`src/rtl/pc_redirect_unit.sv`:
```
// Fetch-side PC owner: drives the instruction-memory handshake, applies redirects
// from every pipeline stage, and produces the squash vector for pr1..pr4.
module pc_redirect_unit #(
    parameter int               WIDTH    = 16,
    parameter logic [WIDTH-1:0] RESET_PC = {WIDTH{1'b0}}
) (
    input  logic             clk,
    input  logic             rst_n,
    input  logic [2:0]       pc_mux_select,
    input  logic [WIDTH-1:0] rb_data,
    input  logic [WIDTH-1:0] c_data,
    input  logic [WIDTH-1:0] m_target,
    input  logic [WIDTH-1:0] one_target,
    input  logic [WIDTH-1:0] h_data,
    input  logic [WIDTH-1:0] a_data,
    input  logic             stall,
    input  logic             imem_ack,
    output logic             imem_req,
    output logic [WIDTH-1:0] imem_addr,
    output logic             if_valid,
    output logic [WIDTH-1:0] if_pc,
    output logic [3:0]       flush_pr
);

    typedef enum logic [0:0] {
        RUN  = 1'b0,
        PEND = 1'b1
    } state_t;

    state_t           state_r, state_s;
    logic [WIDTH-1:0] pc_r, pc_s;
    logic [WIDTH-1:0] pend_pc_r, pend_pc_s;
    logic             busy_r, busy_s;
    logic [WIDTH-1:0] target_s;
    logic             redir_s;
    logic             req_s;
    logic             ack_s;
    logic             valid_s;

    // Redirect target and squash vector, both decoded from the select code.
    always_comb begin
        target_s = {WIDTH{1'b0}};
        redir_s  = 1'b0;
        flush_pr = 4'b0000;
        case (pc_mux_select)
            3'd1: begin target_s = rb_data;    redir_s = 1'b1; flush_pr = 4'b0011; end
            3'd2: begin target_s = c_data;     redir_s = 1'b1; flush_pr = 4'b1111; end
            3'd3: begin target_s = m_target;   redir_s = 1'b1; flush_pr = 4'b0001; end
            3'd4: begin target_s = one_target; redir_s = 1'b1; flush_pr = 4'b0011; end
            3'd5: begin target_s = h_data;     redir_s = 1'b1; flush_pr = 4'b0001; end
            3'd6: begin target_s = a_data;     redir_s = 1'b1; flush_pr = 4'b0111; end
            default: begin
                target_s = {WIDTH{1'b0}};
                redir_s  = 1'b0;
                flush_pr = 4'b0000;
            end
        endcase
        if (!rst_n) begin
            flush_pr = 4'b0000;
        end else begin
            flush_pr = flush_pr;
        end
    end

    // An ack only counts against a request we are actually making, so stray
    // acks after reset are ignored.
    assign req_s     = rst_n & (busy_r | ~stall);
    assign ack_s     = req_s & imem_ack;
    assign imem_req  = req_s;
    assign imem_addr = pc_r;
    assign if_pc     = pc_r;
    assign if_valid  = valid_s;

    // Next-state, next-PC and delivery decision.
    always_comb begin
        state_s   = state_r;
        pc_s      = pc_r;
        pend_pc_s = pend_pc_r;
        busy_s    = busy_r;
        valid_s   = 1'b0;

        if (ack_s) begin
            busy_s = 1'b0;
        end else if (req_s) begin
            busy_s = 1'b1;
        end else begin
            busy_s = busy_r;
        end

        case (state_r)
            RUN: begin
                if (redir_s) begin
                    // Address must stay frozen while a request is outstanding.
                    if (ack_s || !busy_s) begin
                        pc_s = target_s;
                    end else begin
                        pend_pc_s = target_s;
                        state_s   = PEND;
                    end
                end else if (ack_s && !stall) begin
                    valid_s = 1'b1;
                    pc_s    = pc_r + {{(WIDTH-1){1'b0}}, 1'b1};
                end else begin
                    pc_s = pc_r;
                end
            end
            PEND: begin
                if (redir_s) begin
                    pend_pc_s = target_s;
                end else begin
                    pend_pc_s = pend_pc_r;
                end
                if (ack_s) begin
                    pc_s    = redir_s ? target_s : pend_pc_r;
                    state_s = RUN;
                end else begin
                    pc_s = pc_r;
                end
            end
            default: begin
                state_s = RUN;
            end
        endcase
    end

    // State registers.
    always_ff @(posedge clk or negedge rst_n) begin
        if (!rst_n) begin
            state_r   <= RUN;
            pc_r      <= RESET_PC;
            pend_pc_r <= {WIDTH{1'b0}};
            busy_r    <= 1'b0;
        end else begin
            state_r   <= state_s;
            pc_r      <= pc_s;
            pend_pc_r <= pend_pc_s;
            busy_r    <= busy_s;
        end
    end

endmodule

```
`config.mk`:
```
export PLATFORM = sky130hd
export DESIGN_NAME = pc_redirect_unit
export DESIGN_NICKNAME = d
export VERILOG_FILES = /design/src/rtl/pc_redirect_unit.sv
export SDC_FILE = /design/constraint.sdc
export NUM_CORES = 1
export LEC_CHECK = 0
export BUFFER_PORTS_ARGS = -buffer_cell sky130_fd_sc_hd__buf_4
export CAP_MARGIN = 20
export CORE_ASPECT_RATIO = 0.7
export CORE_MARGIN = 4
export CORE_UTILIZATION = 43
export CTS_BUF_LIST = sky130_fd_sc_hd__clkbuf_16
export CTS_CLUSTER_SIZE = 10
export DETAILED_ROUTE_END_ITERATION = 8
export PLACE_DENSITY_LB_ADDON = 0.08
export SLEW_MARGIN = 20
export SYNTH_ARGS = -nofsm -noshare
export SYNTH_HDL_FRONTEND = slang
export SYNTH_SLANG_ARGS = --single-unit
```
`constraint.sdc`:
```
create_clock -name clk -period 5.71 [get_ports clk]
set_clock_uncertainty 0.1 [all_clocks]
set_input_delay 1.4275 -clock clk [delete_from_list [all_inputs] [get_ports clk]]
set_output_delay 1.4275 -clock clk [all_outputs]
set_load 0.01 [all_outputs]
```
==> metrics.cfg <==
[grt]
grt_overflow=0
grt_pass1_wl_mm=14.37
grt_pass1_vias=2943
grtUsageTotal_pct=21.76
grt_max_degree=46
antenna_found_initial=0

[die]
die_h_um=76.40
core-area_sq_um=6366
pin_count=141
dieArea_sq_um=8077
rows=24
initial_core_util_pct=45.15
die_x_um=105.7

[synth]
synth_cells=346
yosysWarnings=0
synthDistinctLibCells=56
ys.flop_type=dfrtp_1
synthArstFlopShare_pct=100.0
synth-seq-area-share_pct=29.60
synth_seq_cells=34
syn_area_per_cell_sq_um=8.306
synth_edf_count=0
synth_area_sq_um=2874
syn_nets=450

[finish]
drive_gt1_share_pct=38.95
stdcell_count=548
nNetsFinal=560
final_cell_mix=143 x buf_4, 42 x nand2_1, 34 x dfrtp_1
n_antenna_cell=0
design_area_sq_um=3955
synthToLayoutAreaGrowth_pct=37.61
layout_commonest_cell=buf_4
fillCellCount=569

[worst_setup_path]
path_common_cell=buf_4
cp_top_family=simple AND/OR/NAND/NOR gates
critPathBufInv=2
start_kind=primary input
critPathMaxStageDelay_ns=0.42
path_cells=buf_4 -> nor3_1 -> nor2_1 -> and2_1 -> buf_4
critPathMaxFanout=45
cp.arrival_ns=2.75
worstPathRequired_ns=4.18
slowest_stage=buf_4
endpoint_kind=output port
worstSetupPathType=in2out

[power_and_ir_drop]
ir_worst_vdd_uv=182.7
power_density_nw_per_um2=296.9
p_leak_nw=1.802

[cts]
cts_buffer_depth=2
cts_buffers=5
post_cts_resize_count=0
cts_tree=yes
cts-hold-fix-buffers=0
clockRootBuffer=clkbuf_16
numClockSinks=34
htree_levels=2
clk_pin_slew_ns=0.05
worstSkewPairLatency_ns=0.28
cts_setup_buffers=0

[sta]
tns_ns=0
slew_viol_final=0
worst_slew_pin_slew_ns=0.7508
finalCriticalPeriod_ns=4.277
whs_ns=0.3825
fin_crit_sh_pct=74.90
rsz0062_at_grt=false
slew_headroom_pct=49.94
finalHoldViolations=0
final-setup-viol-count=0
max_freq_mhz=233.8

[placed_design]
gp_congestion=0.8243
port_buffers=140
dp_cells=540
hpwl_mm=6.628
place_area_sq_um=3817

[drt]
vias_per_cell=5.619
drc=0
ant_nets=0
wl_per_cell_um=16.22
first_pass_iters=7
first_iter_violations=292
drt-total-wl_mm=8.890
dr_total_vias=3079

[worst_hold_path]
hp-class=reg2reg

[run]
drv_cap=0

[status]
status=finished, final reports clean

[state kept, by name, summed over array words and instances, names as in the netlist]
name,cells
busy_r,1
pend_pc_r,16
state_r,1
if_pc,16
[logic make-up (layout without fill, tap and decap cells)]
logic type | after synthesis | count (layout) | share of synthesized area (%)
flops | 34 | 34 | 29.60
compound gates | 117 | 117 | 27.73
fa+ha+maj | 1 | 1 | 0.4353
simple gates | 112 | 112 | 19.50
mux | 33 | 33 | 12.36
xor+xnor | 4 | 4 | 1.219
buf+inv | 45 | 156 | 9.142
[stage by stage]
stage	worst slack, ns	util, %	power (W)
after floorplan	1.621	-	0.0007194
after global placement	1.507	59.96	0.0009146
after detailed placement	1.460	59.96	0.0009213
after CTS	1.457	62.13	0.001182
after global routing	1.273	62.13	0.001258
final	1.433	62.13	0.001174
[worst paths after layout]
kind / startpoint / to / slack (ns) / depth (start not counted)
hold / removal: pend_pc_r[5] / pend_pc_r[5] / 0.38 / 2
max in group asynchronous: rst_n / pend_pc_r[10] / 4.15 / 1
min in group asynchronous: rst_n / if_pc[12] / 1.02 / 1
setup / recovery: pc_mux_select[2] / flush_pr[0] / 1.43 / 5
hold reg to reg: pend_pc_r[5] / pend_pc_r[5] / 0.38 / 2
setup reg to reg: state_r / if_pc[15] / 3.69 / 6
[cells in the mapped netlist, types with 3 or more instances]
cell type  instances  area (sq um)
a22oi_1            8         60.06
mux2_2            20         225.2
a221o_1            6         60.06
a21oi_1           11         55.05
nor2_1            17         63.81
o22ai_1            3         18.77
nand2b_1           5         31.28
clkbuf_1           7         26.28
and3_1             6         37.54
dfrtp_1           34         850.8
nand4_1            4         25.02
mux2i_1           13         130.1
o21ai_0           34         170.2
inv_1              4         15.01
buf_2             12         60.06
nor3_1             4         20.02
nor4b_1            3         26.28
nand3_1            8         40.04
o211ai_1          10         75.07
or2_2              4         25.02
buf_4             17         127.6
nor2b_1            8         50.05
and2_1             3         18.77
o31a_1             3         26.28
o21a_1             3         22.52
nand2_1           42         157.7
a221oi_1           5         43.79
a21o_1             3         22.52
a31oi_1           15         93.84
[per-layer routing]
layer,vias to the layer above,wire [um],track usage [%]
li1,1504,-,-
met1,1422,3930,30.21
met2,141,4122,34.03
met3,12,692,4.911
met4,0,144,5.951
met5,-,0,0
[power by group]
part           internal (W)  switching (W)  total (W)
combinational      0.000264       0.000243   0.000507
sequential         0.000311      0.0000998   0.000411
clock              0.000157      0.0000986   0.000256
[final cells by class]
type | instances | area, sq um | share of cell area, %
Multi-Input combinational cell | 267 | 1760 | 44.51
Timing Repair Buffer | 143 | 1074 | 27.14
Sequential cell | 34 | 850.8 | 21.51
Clock buffer | 5 | 125.1 | 3.164
Tap cell | 91 | 113.9 | 2.879
Inverter | 5 | 18.77 | 0.4745
Clock inverter | 3 | 12.51 | 0.3164
[worst reg2reg max path: stages, from the launching register on]
cell,delay (ns)
dfrtp_1,0.32
buf_4,0.29
clkinv_1,0.35
o21ai_1,0.18
buf_4,0.23
o21ai_2,0.08
a221o_1,0.36
Note: power is estimated with default switching activity, not from simulation.
